==> src/rtl/wb_serial_master.sv <==
// Byte-stream to Wishbone classic bridge: decodes read/write command frames,
// runs one bus cycle per frame and returns a status byte plus any read data.
module wb_serial_master #(
  parameter int ADDR_WIDTH    = 32,
  parameter int DATA_WIDTH    = 32,
  parameter int BUS_TIMEOUT   = 255,
  parameter int FRAME_TIMEOUT = 1000000
) (
  input  logic                  i_clk,
  input  logic                  i_rst,
  input  logic [7:0]            i_rx_data,
  input  logic                  i_rx_valid,
  output logic                  o_rx_ready,
  output logic [7:0]            o_tx_data,
  output logic                  o_tx_valid,
  input  logic                  i_tx_ready,
  output logic [ADDR_WIDTH-1:0] wb_adr_o,
  output logic [DATA_WIDTH-1:0] wb_dat_o,
  input  logic [DATA_WIDTH-1:0] wb_dat_i,
  output logic                  wb_we_o,
  output logic [3:0]            wb_sel_o,
  output logic                  wb_stb_o,
  output logic                  wb_cyc_o,
  input  logic                  wb_ack_i,
  input  logic                  wb_err_i,
  input  logic                  wb_rty_i,
  output logic                  o_busy
);

  localparam int BUS_CNT_W = ($clog2(BUS_TIMEOUT + 1) < 8) ? 8 : $clog2(BUS_TIMEOUT + 1);
  localparam int FRM_CNT_W = $clog2(FRAME_TIMEOUT + 1);
  localparam logic [BUS_CNT_W-1:0] BUS_LAST = BUS_CNT_W'(BUS_TIMEOUT - 1);
  localparam logic [FRM_CNT_W-1:0] FRM_LAST = FRM_CNT_W'(FRAME_TIMEOUT - 1);

  localparam logic [7:0] CMD_WRITE  = 8'h01;
  localparam logic [7:0] CMD_READ   = 8'h02;
  localparam logic [7:0] ST_ACK     = 8'hA5;
  localparam logic [7:0] ST_ERR     = 8'hEE;
  localparam logic [7:0] ST_RTY     = 8'hE1;
  localparam logic [7:0] ST_TIMEOUT = 8'hE0;

  typedef enum logic [2:0] {S_CMD, S_ADDR, S_WDATA, S_BUS, S_RESP, S_RDATA} state_t;

  state_t                 state, state_next;
  logic                   we_r;
  logic [31:0]            addr_r;
  logic [DATA_WIDTH-1:0]  wdata_r;
  logic [DATA_WIDTH-1:0]  rdata_r;
  logic [7:0]             status_r;
  logic [7:0]             status_next;
  logic [1:0]             byte_cnt;
  logic [1:0]             tx_idx;
  logic [BUS_CNT_W-1:0]   bus_cnt;
  logic [FRM_CNT_W-1:0]   frame_cnt;
  logic                   rx_fire;
  logic                   tx_fire;
  logic                   bus_done;
  logic                   frame_expired;
  logic                   cmd_valid;

  assign rx_fire       = i_rx_valid & o_rx_ready;
  assign tx_fire       = o_tx_valid & i_tx_ready;
  assign cmd_valid     = (i_rx_data == CMD_WRITE) || (i_rx_data == CMD_READ);
  assign bus_done      = wb_err_i | wb_rty_i | wb_ack_i | (bus_cnt == BUS_LAST);
  assign frame_expired = !rx_fire && (frame_cnt == FRM_LAST);
  assign wb_adr_o      = addr_r[ADDR_WIDTH-1:0];
  assign wb_dat_o      = wdata_r;

  // Termination priority: err, then rty, then ack, and timeout only if none of them.
  always_comb begin
    status_next = ST_TIMEOUT;
    if (wb_err_i)      status_next = ST_ERR;
    else if (wb_rty_i) status_next = ST_RTY;
    else if (wb_ack_i) status_next = ST_ACK;
  end

  always_ff @(posedge i_clk) begin
    if (i_rst) state <= S_CMD;
    else       state <= state_next;
  end

  always_comb begin
    state_next = state;
    case (state)
      S_CMD:   if (rx_fire && cmd_valid) state_next = S_ADDR;
      S_ADDR: begin
        if (rx_fire && byte_cnt == 2'd3) state_next = we_r ? S_WDATA : S_BUS;
        else if (frame_expired)          state_next = S_CMD;
      end
      S_WDATA: begin
        if (rx_fire && byte_cnt == 2'd3) state_next = S_BUS;
        else if (frame_expired)          state_next = S_CMD;
      end
      S_BUS:   if (bus_done) state_next = S_RESP;
      S_RESP:  if (tx_fire) state_next = (!we_r && status_r == ST_ACK) ? S_RDATA : S_CMD;
      S_RDATA: if (tx_fire && tx_idx == 2'd3) state_next = S_CMD;
      default: state_next = S_CMD;
    endcase
  end

  always_comb begin
    o_rx_ready = 1'b0;
    o_tx_valid = 1'b0;
    o_tx_data  = 8'h00;
    wb_cyc_o   = 1'b0;
    wb_stb_o   = 1'b0;
    wb_we_o    = 1'b0;
    wb_sel_o   = 4'h0;
    o_busy     = (state != S_CMD);
    case (state)
      S_CMD, S_ADDR, S_WDATA: o_rx_ready = 1'b1;
      S_BUS: begin
        wb_cyc_o = 1'b1;
        wb_stb_o = 1'b1;
        wb_we_o  = we_r;
        wb_sel_o = 4'hF;
      end
      S_RESP: begin
        o_tx_valid = 1'b1;
        o_tx_data  = status_r;
      end
      S_RDATA: begin
        o_tx_valid = 1'b1;
        o_tx_data  = rdata_r[DATA_WIDTH-1 -: 8];
      end
      default: ;
    endcase
  end

  // Frame assembly, bus-cycle bookkeeping and read-data serialisation.
  always_ff @(posedge i_clk) begin
    if (i_rst) begin
      we_r      <= 1'b0;
      addr_r    <= '0;
      wdata_r   <= '0;
      rdata_r   <= '0;
      status_r  <= 8'h00;
      byte_cnt  <= 2'd0;
      tx_idx    <= 2'd0;
      bus_cnt   <= '0;
      frame_cnt <= '0;
    end else begin
      bus_cnt <= '0;
      case (state)
        S_CMD: begin
          byte_cnt  <= 2'd0;
          frame_cnt <= '0;
          if (rx_fire && cmd_valid) we_r <= (i_rx_data == CMD_WRITE);
        end
        S_ADDR, S_WDATA: begin
          if (rx_fire) begin
            byte_cnt  <= byte_cnt + 2'd1;
            frame_cnt <= '0;
            if (state == S_ADDR) addr_r  <= {addr_r[23:0], i_rx_data};
            else                 wdata_r <= {wdata_r[DATA_WIDTH-9:0], i_rx_data};
          end else begin
            frame_cnt <= frame_cnt + 1'b1;
          end
        end
        S_BUS: begin
          bus_cnt <= bus_cnt + 1'b1;
          tx_idx  <= 2'd0;
          if (bus_done) begin
            status_r <= status_next;
            if (!we_r && !wb_err_i && !wb_rty_i && wb_ack_i) rdata_r <= wb_dat_i;
          end
        end
        S_RDATA: begin
          if (tx_fire) begin
            rdata_r <= {rdata_r[DATA_WIDTH-9:0], 8'h00};
            tx_idx  <= tx_idx + 2'd1;
          end
        end
        default: ;
      endcase
    end
  end

endmodule

==> config.mk <==
export PLATFORM = sky130hd
export DESIGN_NAME = wb_serial_master
export DESIGN_NICKNAME = d
export VERILOG_FILES = /design/src/rtl/wb_serial_master.sv
export SDC_FILE = /design/constraint.sdc
export NUM_CORES = 1
export LEC_CHECK = 0
export CORE_MARGIN = 1.5
export CORE_UTILIZATION = 30
export CTS_CLUSTER_SIZE = 28
export DETAILED_ROUTE_END_ITERATION = 12
export MAX_ROUTING_LAYER = met4
export SLEW_MARGIN = 40
export SYNTH_ARGS = -nofsm -noshare
export SYNTH_HDL_FRONTEND = slang
export SYNTH_SLANG_ARGS = --single-unit
==> constraint.sdc <==
create_clock -name i_clk -period 1.6 [get_ports i_clk]
set_input_delay 0.16 -clock i_clk [delete_from_list [all_inputs] [get_ports i_clk]]
set_output_delay 0.16 -clock i_clk [all_outputs]
set_load 0.005 [all_outputs]
**Word-level counts from Yosys, hierarchy flattened**

Cells that the tools add are included.

- Logic and storage cells: 98
- Memory bits (writable): 0
- Bits of input ports: 47
- Flip-flop bits (word level): 140
- Bits in read-only memories: 0
- Latch bits: 0
- Memories: 0
- Output and inout bits: 82

- Reduce and logical (&&, ||, !) cells: 29
- Magnitude comparators: 0
- Shifts and indexed selects: 0
- Add/subtract/negate cells: 4
- Multiply operators: 0
- Eq/ne operators: 19
- Div/mod/pow operators: 0
- Bitwise gates (word level): 7
- Muxes and demuxes: 29

Operator list:

| operator | number |
|---|---|
| $mux W32 | 3 |
| $pmux W32 S2 | 1 |
| $pmux W20 S2 | 1 |
| $mux W3 | 8 |
| $mux W7 | 3 |
| $add A20 B1 Y20 const B | 1 |
| $eq A20 B20 Y1 const B | 1 |
| $mux W20 | 1 |
| $pmux W3 S6 | 1 |
| $eq A8 B8 Y1 const B | 2 |
| $pmux W8 S2 | 1 |
| $ne A2 B2 Y1 const B | 7 |
| $add A8 B1 Y8 const B | 1 |
| $eq A8 B1 Y1 const B | 1 |
| $eq A8 B2 Y1 const B | 1 |
| $logic_and A1 B1 Y1 | 8 |
| $pmux W2 S2 | 2 |
| $reduce_and A2 Y1 | 4 |
| $reduce_and A4 Y1 | 2 |
| $eq A3 B2 Y1 const B | 2 |
| $eq A3 B3 Y1 const B | 2 |
| $reduce_and A3 Y1 | 2 |
| $reduce_or A2 Y1 | 3 |
| $mux W1 | 5 |
| other kinds (14) | 25 |

**Logic depth before layout (Yosys ltp)**

Gate-level depths: netlist of the first run.

- Depth after elaboration: 9
- Mapped depth: 9
- Mapped depth without buffers: 7

**Worst setup path after synthesis of the first run**

OpenSTA, ideal clock, no wires.

- Kind: register to register
- Start: register state[0]
- End: register rdata_r[16]
- Slack: -0.156 ns
- Buffers on the path: 3
- Cell stages (with the launch flop): 9
- Library setup time: 0.088 ns
- Period minus slack after synthesis: 1.756 ns
- Arrival: 1.668 ns
- Required time: 1.512 ns
- Cells stage by stage: dfxtp_1 -> buf_2 -> nand3b_4 -> or3_4 -> o31ai_4 -> buf_6 -> buf_6 -> nor2_1 -> a311oi_2

- Longest elaborated chain between the ends: 6
- Elaborated cells between the ends (all ways): 12
- Classes of those cells: 6 x eq/ne; 2 x mux; 1 x bitwise; 3 x reduce/logical

RTL lines:

| what | line | RTL |
|---|---|---|
| start, declared | 44 | `state_t state, state_next;` |
| start signal, assigned | 79 | `else state <= state_next;` |
| $eq A3 B3 Y1, on equally long branches | 110, 144 |  |
| $reduce_or A2 Y1 (no line) | - |  |
| $mux W1 | 110 | `case (state)` |
| $and A1 B1 Y1 | 62 | `assign tx_fire = o_tx_valid & i_tx_ready;` |
| $ne A2 B2 Y1 (no line) | - |  |
| $reduce_and A4 Y1 (no line) | - |  |
| end signal, assigned | 165 | `if (!we_r && !wb_err_i && !wb_rty_i && wb_ack_i) rdata_r <= wb_dat_i;` |
| end signal, assigned | 170 | `rdata_r <= {rdata_r[DATA_WIDTH-9:0], 8'h00};` |
| end, declared | 48 | `logic [DATA_WIDTH-1:0] rdata_r;` |

Parallel ways exist; a longest one is shown, timed or not.
A chain may end at the register's enable or synchronous reset.

**Worst setup path in the final report of the first run**

- Start: register state[2]
- End: register rdata_r[7]

The elaborated chain is that of the path after synthesis.

==> results of run 1 <==
flip-flops by register name, indices dropped and copies added, names as in the netlist:
name	cells
rdata_r	32
state	3
wb_adr_o	32
status_r	5
bus_cnt	8
frame_cnt	20
wb_dat_o	32
tx_idx	2
byte_cnt	2
we_r	1
tightest hold or removal path, cell delays in order:
cell    delay [ns]
buf_4         0.11
inv_1         0.12
o21a_1        0.13
through the flow:
stage | TNS (ns) | hold slack [ns]
after floorplan | -2.35 | 0.296
after global routing | -6.78 | 0.149
final | -3.65 | 0.145
after CTS | -4.48 | 0.122
after global placement | -23.81 | 0.440
after detailed placement | -23.62 | 0.444
final timing paths:
path	from	to	slack [ns]	cells after the start
setup reg to reg	state[2]$_SDFFE_PP0P_	rdata_r[7]$_SDFFE_PP0P_	-0.14	8
hold / removal	i_rst	frame_cnt[5]$_SDFFE_PP0N_	0.15	3
setup / recovery	state[2]$_SDFFE_PP0P_	rdata_r[7]$_SDFFE_PP0P_	-0.14	8
hold reg to reg	rdata_r[3]$_SDFFE_PP0P_	rdata_r[3]$_SDFFE_PP0P_	0.45	2
layout by cell type (no fill, tap or decap), drive strengths merged, types with 7 or more instances in the layout:
cell type | synthesis | routed
a21oi | 95 | 95
a311oi | 27 | 27
a31oi | 8 | 8
and3 | 9 | 9
buf | 19 | 111
clkbuf | 35 | 21
clkdlybuf4s50 | 0 | 109
clkinv | 1 | 7
dfxtp | 137 | 137
inv | 10 | 10
nand2 | 216 | 216
nand3 | 25 | 25
nand4 | 7 | 7
nor2 | 60 | 60
o21ai | 19 | 19
xor2 | 7 | 7
layer usage:
metal	vias to the layer above	wire (um)	GRT usage [%]
met3	21	768	4.80
li1	2920	-	-
met1	2706	7990	22.3
met2	102	8310	27.3
met5	-	0	-
met4	0	315	6.46
report_power, final:
| group | switching, mW | internal [mW] | total, mW | leakage, nW |
|---|---|---|---|---|
| Sequential | 0.0409 | 3.46 | 3.50 | 1.11 |
| Clock | 1.49 | 2.48 | 3.97 | 0.286 |
| Combinational | 0.760 | 0.696 | 1.46 | 1.87 |
| Total | 2.29 | 6.64 | 8.92 | 3.26 |
cells by family (layout without fill, tap and decap cells):
family / after synthesis / after routing / synth area share [%]
buffers and inverters: 65 / 266 / 5.11
and+or+nand+nor: 357 / 357 / 26.7
AOI/OAI and AO/OA: 166 / 166 / 18.3
adders and majority gates: 5 / 5 / 1.07
xor gates and xnor gates: 10 / 10 / 1.50
DFF: 137 / 137 / 46.9
muxes: 3 / 3 / 0.513
repair_timing:
| action | CTS | global route |
|---|---|---|
| cloned | 3 | 1 |
| setup buffers | 17 | 3 |
| gates resized for setup | 137 | 52 |
| pin swaps | 13 | 24 |
| setup endpoints to repair | 72 | 75 |
area by class of cell:
cell class	instances	area (sq um)	share of cell area (%)
multi-input combinational	541	3110	34.2
sequential	137	2760	30.4
timing repair buffer	223	2230	24.6
clock buffer	20	447	4.92
tap	260	325	3.58
clock inverter	12	150	1.65
inverter	11	55.1	0.607
==> results.yml, run 1 <==
run_status:
  outcome: "complete, but fails checks"
  failed_checks: "negative setup slack"
synth:
  synth_fp_nets: 795
  yosysSeqAreaShare_pct: 46.9
  async_flop_share_pct: 0
  synth-edff-count: 0
  syn-cell-area_sq_um: 5850
  netlist_top_cells_count: "nand2_1 (216), dfxtp_1 (137), a21oi_1 (95)"
  ys.flop_type: "dfxtp_1"
  yosysTopAreaCell: "dfxtp_1"
  syn_area_per_cell_sq_um: 7.88
  synth_seq_cells: 137
  synth_cell_types: 51
  yosysWarnings: 0
  yosysTopAreaCellShare_pct: 46.9
  netlist_top_cells_area: "dfxtp_1 (47%), nand2_1 (14%), a21oi_1 (8.1%)"
  post-synth-top-count-cell: "nand2_1"
  synthCells: 743
placement:
  dpl_cell_area_sq_um: 7840
  gp_congestion: 0.814
  io_buffers: 128
  place_ws_ns: -0.456
  dp_hpwl_um: 11600
  dp_cells: 1148
route:
  first_pass_iters: 5
  viasPerCell: 4.77
  drc: 0
  vias: 5749
  ant_nets: 0
  drt_iter0_markers: 344
  wl_per_cell_um: 14.4
  drt-total-wl_um: 17400
pwr:
  total_power_mw: 8.92
  peakVddDrop_mv: 0.762
  leakage_nw: 3.26
  powerDensity_nw_per_um2: 983
cells_and_area:
  fill_cells: 1830
  nets: 983
  post-route-util_pct: 48.0
  synthToLayoutAreaGrowth_pct: 55.0
  final_cells: 1204
  stdcell_area_sq_um: 9070
  n_antenna_cell: 0
  drive_gt1_share_pct: 23.9
setup_path:
  cp_slowest_cell: "or3_4"
  crit_arrival_ns: 2.09
  startpoint_type: "flop"
  end_kind: "flop"
  cp_data_required_time_ns: 1.95
  crit_fanout: 7
  cpPeakStageDelay_ns: 0.35
  path_class: "reg2reg"
  crit_chain: "nand3b_4, or3_4, o31ai_4, buf_6, buf_12, buf_16, nand3_2, a21oi_2"
  cp_num_buf_inv: 3
  cp_top_family: "simple AND/OR/NAND/NOR gates"
clock_tree:
  clockBufferDepth: 2
  clk_pin_slew_worst_paths_ns: 0.06
  cts.sinks: 137
  htreeDepth: 4
  hold_buffers: 0
  cts_root_buffer: "clkbuf_16"
  cts_buffers: 17
  cts_tree: "built"
  clkLatencyLatePin_ns: 0.42
floorplanning:
  rows: 50
  core_sq_um: 18900
  die_height_um: 143
  die_area_sq_um: 20400
  die_x_um: 143
  start_util_pct: 31.0
  pin_count: 129
global_routing:
  antenna_found_initial: 0
  grt_use_total_pct: 17.7
  grt_pass1_wl_um: 27700
  grt_max_degree: 95
  grt_overflow_total: 0
  grt_pass1_vias: 5461
timing:
  slew_violations: 0
  min_period_ns: 1.74
  final_hold_viol_count: 0
  post-route-period-util_pct: 109
  fmax_mhz: 575
  maxSlewHeadroom_pct: 67.6
  fin_ws_ns: -0.140
  setup_viol: 46
  rsz0062_at_grt: "yes"
  clock_skew_ns: 0.0109
  worst_pin_slew_ns: 0.485
job:
  drv_cap: 0
min_path:
  hold_class: "in2reg"
No activity file was read; power rests on OpenSTA's default activity.
==> run 2: changes to the inputs <==
--- a/config.mk
+++ b/config.mk
@@ -6,10 +6,12 @@
 export NUM_CORES = 1
 export LEC_CHECK = 0
 export CORE_MARGIN = 1.5
-export CORE_UTILIZATION = 30
+export CORE_UTILIZATION = 46
+export CTS_CLUSTER_DIAMETER = 60
 export CTS_CLUSTER_SIZE = 28
 export DETAILED_ROUTE_END_ITERATION = 12
 export MAX_ROUTING_LAYER = met4
+export PLACE_DENSITY = 0.77
 export SLEW_MARGIN = 40
 export SYNTH_ARGS = -nofsm -noshare
 export SYNTH_HDL_FRONTEND = slang
==> results.yml, run 2 (same netlist as run 1, synthesis figures left out) <==
run_status:
  outcome: "complete, but fails checks"
  failed_checks: "negative setup slack"
cells_and_area:
  final_common_cell: "nand2_1"
  final_cell_mix: "nand2_1 (212), dfxtp_1 (131), clkdlybuf4s50_1 (109)"
  nets: 983
  drive_gt1_share_pct: 26.3
  stdcell_area_sq_um: 8970
  synthToLayoutAreaGrowth_pct: 53.2
  n_antenna_cell: 0
  final_cells: 1116
clock_tree:
  cts.sinks: 137
  clk_pin_slew_worst_paths_ns: 0.06
  htreeDepth: 4
  clockBufferDepth: 2
  clkLatencyLatePin_ns: 0.42
  hold_buffers: 0
  cts_root_buffer: "clkbuf_16"
  cts_buffers: 17
  cts_tree: "built"
setup_path:
  critPathCapture: "rdata_r[26]$_SDFFE_PP0P_"
  rrSetupSlack_ns: -0.22
  cp-startpoint: "state[1]$_SDFFE_PP0P_"
  cp_slowest_cell: "dfxtp_2"
  worst_r2r_path_depth: 8
  cp_data_required_time_ns: 1.92
  crit-reg2reg-capture: "rdata_r[26]$_SDFFE_PP0P_"
  worstReg2RegStart: "state[1]$_SDFFE_PP0P_"
  cp.depth: 8
  path_class: "reg2reg"
  cp_top_family: "buffers and inverters"
  cp_num_buf_inv: 4
  crit_fanout: 7
  end_kind: "flop"
  cpPeakStageDelay_ns: 0.37
  startpoint_type: "flop"
  path_common_cell: "buf_6"
  crit_chain: "buf_6, and3b_2, buf_6, o31ai_4, buf_6, clkbuf_16, nor2_4, a311oi_2"
  crit_arrival_ns: 2.14
route:
  first_pass_iters: 6
  vias: 6100
  wl_per_cell_um: 16.3
  drt-total-wl_um: 18200
  ant_nets: 0
  drc: 0
  drt_iter0_markers: 472
  viasPerCell: 5.47
global_routing:
  grt_pass1_wl_um: 26000
  grt_overflow_total: 0
  antenna_found_initial: 0
  grt_max_degree: 123
  grt_pass1_vias: 5422
  grt_use_total_pct: 25.2
timing:
  holdWs_ns: 0.149
  fmax_mhz: 549
  clock_skew_ns: 0.00575
  maxSlewHeadroom_pct: 60.0
  slew_violations: 0
  rsz0062_at_grt: "yes"
  post-route-period-util_pct: 114
  final_hold_viol_count: 0
  worst_pin_slew_ns: 0.600
  min_period_ns: 1.82
  fin_ws_ns: -0.220
  setup_viol: 50
pwr:
  p_switching_mw: 2.44
  internal_power_mw: 6.33
  total_power_mw: 8.77
  peakVddDrop_mv: 0.735
  p_comb_share_pct: 18.0
  leakage_nw: 3.26
  seq_power_share_pct: 39.9
  power.share.clock_pct: 42.0
  p_sw_share_pct: 27.8
  powerDensity_nw_per_um2: 978
placement:
  place_ws_ns: -0.448
  gp_congestion: 0.875
  io_buffers: 128
  dp_hpwl_um: 10200
  dp_cells: 1059
  dpl_cell_area_sq_um: 7710
floorplanning:
  start_util_pct: 46.8
  core_sq_um: 12500
  pin_count: 129
  die_area_sq_um: 13400
  die_height_um: 116
  die_x_um: 116
  rows: 41
job:
  drv_cap: 0
min_path:
  hold_class: "in2reg"
-- run 2: cell count changes in the layout (fill, tap and decap cells not counted), moves of 6 or more --
cell / delta
nor2_2: +10
nor2_1: -16
nor2_4: +6
o21ai_0: -11
o21ai_1: +10
-- run 2: layout make-up --
| type | instances | area [sq um] |
|---|---|---|
| multi-input combinational | 542 | 3200 |
| inverter | 11 | 53.8 |
| sequential | 137 | 2760 |
| timing repair buffer | 222 | 2190 |
| fill | 941 | 3550 |
| clock inverter | 14 | 125 |
| clock buffer | 18 | 429 |
| tap | 172 | 215 |
-- run 2: worst min-delay path by stage --
stage	depth (start not counted)	from	end	slack, ns
floorplan	2	i_rx_data[0]	wb_adr_o[0]$_SDFFE_PP0P_	0.30
global placement	2	rdata_r[6]$_SDFFE_PP0P_	rdata_r[6]$_SDFFE_PP0P_	0.44
detailed placement	2	rdata_r[4]$_SDFFE_PP0P_	rdata_r[4]$_SDFFE_PP0P_	0.44
CTS	3	i_rst	frame_cnt[5]$_SDFFE_PP0N_	0.09
global route	3	i_rst	frame_cnt[5]$_SDFFE_PP0N_	0.14
finish	3	i_rst	frame_cnt[5]$_SDFFE_PP0N_	0.15
-- run 2: stage by stage --
stage	setup TNS [ns]	util, %
floorplan	-2.35	-
CTS	-5.43	68.0
finish	-7.42	71.6
detailed placement	-20.68	61.6
global route	-9.42	71.6
global placement	-19.67	61.6
-- run 2: tightest hold or removal path: cells and delay by family --
family | cells | cell delay, ns
buffers and inverters | 2 | 0.22
AO/OA/AOI/OAI | 1 | 0.14
-- run 2: power by group through the flow --
stage               Clock, mW  Combinational (mW)  Sequential (mW)
global placement            0                1.12             3.56
CTS                      3.71                1.29             3.49
detailed placement          0                1.13             3.56
floorplan                   0               0.537             3.57
finish                   3.69                1.58             3.50
global route             3.88                1.66             3.50
-- run 2: repair_timing --
item                                    CTS  global route
endpoints found under the setup margin   70            66
pin swaps                                 8            44
buffers inserted                         10            11
resized for setup                       125            95
gates cloned                              2             6
-- run 2: layer usage --
layer / vias up / global-route usage [%] / share of wire [%]
li1: 2912 / - / -
met4: 0 / 8.54 / 2.8
met3: 50 / 7.64 / 7.2
met2: 221 / 39.1 / 48
met1: 2917 / 31.1 / 42
met5: - / - / 0
==> run 3: changes to the inputs <==
--- a/config.mk
+++ b/config.mk
@@ -8,7 +8,7 @@
 export CORE_MARGIN = 1.5
 export CORE_UTILIZATION = 46
 export CTS_CLUSTER_DIAMETER = 60
-export CTS_CLUSTER_SIZE = 28
+export CTS_CLUSTER_SIZE = 12
 export DETAILED_ROUTE_END_ITERATION = 12
 export MAX_ROUTING_LAYER = met4
 export PLACE_DENSITY = 0.77
==> constraint.sdc (replaced) <==
create_clock -name i_clk -period 1.6 [get_ports i_clk]
set_input_delay 0.16 -clock i_clk [delete_from_list [all_inputs] [get_ports i_clk]]
set_output_delay 0.16 -clock i_clk [all_outputs]
set_load 0.1 [all_outputs]
==> results.yml, run 3 (same netlist as run 1, synthesis figures left out) <==
setup_path:
  crit_chain: "buf_8, and3b_2, buf_6, buf_12, buf_4, nand2_1, a311oi_2"
  cp-startpoint: "state[0]$_SDFFE_PP0P_"
  path_class: "reg2reg"
  worstReg2RegStart: "state[0]$_SDFFE_PP0P_"
  end_kind: "flop"
  crit_fanout: 12
  cp_data_required_time_ns: 1.94
  cp_num_buf_inv: 4
  cp_top_family: "buffers and inverters"
  crit_arrival_ns: 2.44
  cpPeakStageDelay_ns: 0.42
  startpoint_type: "flop"
  cp_slowest_cell: "a311oi_2"
global_routing:
  grt_overflow_total: 0
  antenna_found_initial: 1
  grt_max_degree: 62
  grt_use_total_pct: 32.1
  grt_pass1_wl_um: 32400
  grt_pass1_vias: 6365
route:
  drt_iter0_markers: 1082
  wl_per_cell_um: 27.6
  drc: 0
  vias: 7454
  drt-total-wl_um: 31200
  viasPerCell: 6.60
  ant_nets: 0
  first_pass_iters: 9
timing:
  clock_skew_ns: 0.0199
  maxSlewHeadroom_pct: 61.5
  min_period_ns: 2.10
  worst_pin_slew_ns: 0.578
  final_hold_viol_count: 0
  setup_viol: 144
  fmax_mhz: 475
  fin_ws_ns: -0.504
  post-route-period-util_pct: 132
  rsz0062_at_grt: "yes"
  slew_violations: 0
pwr:
  powerDensity_nw_per_um2: 940
  peakVddDrop_mv: 0.766
  leakage_nw: 4.10
min_path:
  min_from: "i_rst"
  hold_class: "in2reg"
clock_tree:
  clkLatencyLatePin_ns: 0.46
  clk_pin_slew_worst_paths_ns: 0.07
  htreeDepth: 4
  cts.sinks: 137
  cts_buffers: 17
  hold_buffers: 0
  cts_root_buffer: "clkbuf_16"
  cts_tree: "built"
  clockBufferDepth: 2
cells_and_area:
  final_cell_mix: "nand2_1 (142), dfxtp_1 (128), buf_12 (96)"
  ff_latch_area_sq_um: 2760
  final_common_cell: "nand2_1"
  multi_input_area_sq_um: 3880
  stdcell_area_sq_um: 11000
  drive_gt1_share_pct: 46.0
  final_cells: 1130
  synthToLayoutAreaGrowth_pct: 87.5
  nets: 996
  fill_cells: 497
floorplanning:
  start_util_pct: 46.8
  rows: 41
  pin_count: 129
  die_height_um: 116
  die_x_um: 116
  die_area_sq_um: 13400
  core_sq_um: 12500
placement:
  gp_congestion: 0.951
  place_ws_ns: -0.457
  dp_cells: 1049
  dp_hpwl_um: 12000
  dpl_cell_area_sq_um: 8690
  io_buffers: 128
run_status:
  failed_checks: "negative setup slack"
  outcome: "complete, but fails checks"
job:
  drv_cap: 0
[run 3: cell types whose count changed in the layout (fill, tap and decap cells not counted), moves of 12 or more]
| cell | change |
|---|---|
| a21oi_2 | +41 |
| nand2_1 | -70 |
| buf_12 | +89 |
| nor2_2 | -12 |
| a21oi_1 | -45 |
| clkdlybuf4s50_1 | -64 |
| nand2_4 | +38 |
| nand2_2 | +30 |
| buf_2 | -14 |
| nor2_1 | +15 |
[run 3: what timing repair did]
| item | in CTS | in global routing |
|---|---|---|
| cloned | 4 | 13 |
| pin swaps | 20 | 76 |
| setup endpoints to repair | 67 | 117 |
| setup buffers | 16 | 17 |
| gates resized for setup | 53 | 217 |
[run 3: area by class of cell]
| type | instances | area share (%) |
|---|---|---|
| multi-input cells | 541 | 35.3 |
| repair buffers | 236 | 31.6 |
| flip-flops and latches | 137 | 25.2 |
| clock buffers | 21 | 4.39 |
| well taps | 172 | 1.96 |
| clock inverters | 11 | 1.00 |
| inverters | 11 | 0.559 |
| diodes | 1 | 0.0228 |
[run 3: report_power, final]
group          leakage (nW)  switching, mW  internal, mW
Combinational          2.70           1.56          1.11
Clock                 0.282           1.80          2.33
Sequential             1.11         0.0543          3.46
Total                  4.10           3.42          6.91
[run 3: per-layer routing]
metal  global-route usage (%)  vias up  wire [um]
met1                     35.6     3511      10200
met2                     54.3      684      14600
met3                     9.41      299       3290
met4                     12.8        0       3080
li1                         -     2960          -
met5                        -        -          0
[run 3: tightest hold or removal path, delay by kind of cell]
family                 cells  cell delay (ns)
AO/OA/AOI/OAI              1             0.14
buffers and inverters      2             0.33
[run 3: worst paths after layout]
path	depth (start not counted)	slack (ns)	endpoint
max	7	-0.50	rdata_r[16]$_SDFFE_PP0P_
min reg2reg	1	0.46	bus_cnt[0]$_SDFF_PP0_
max reg2reg	7	-0.50	rdata_r[16]$_SDFFE_PP0P_
min	3	0.25	wb_adr_o[9]$_SDFFE_PP0P_
[run 3: per-stage QoR]
stage	TNS, ns	total power [mW]	hold WS, ns	utilization, %
2_1_floorplan	-7.57	4.65	0.296	-
3_3_place_gp	-16.40	5.28	0.443	69.5
3_5_place_dp	-20.27	5.31	0.455	69.5
4_1_cts	-6.97	9.37	0.180	77.7
5_1_grt	-28.83	10.5	0.244	87.7
6_report	-26.34	10.3	0.254	87.7
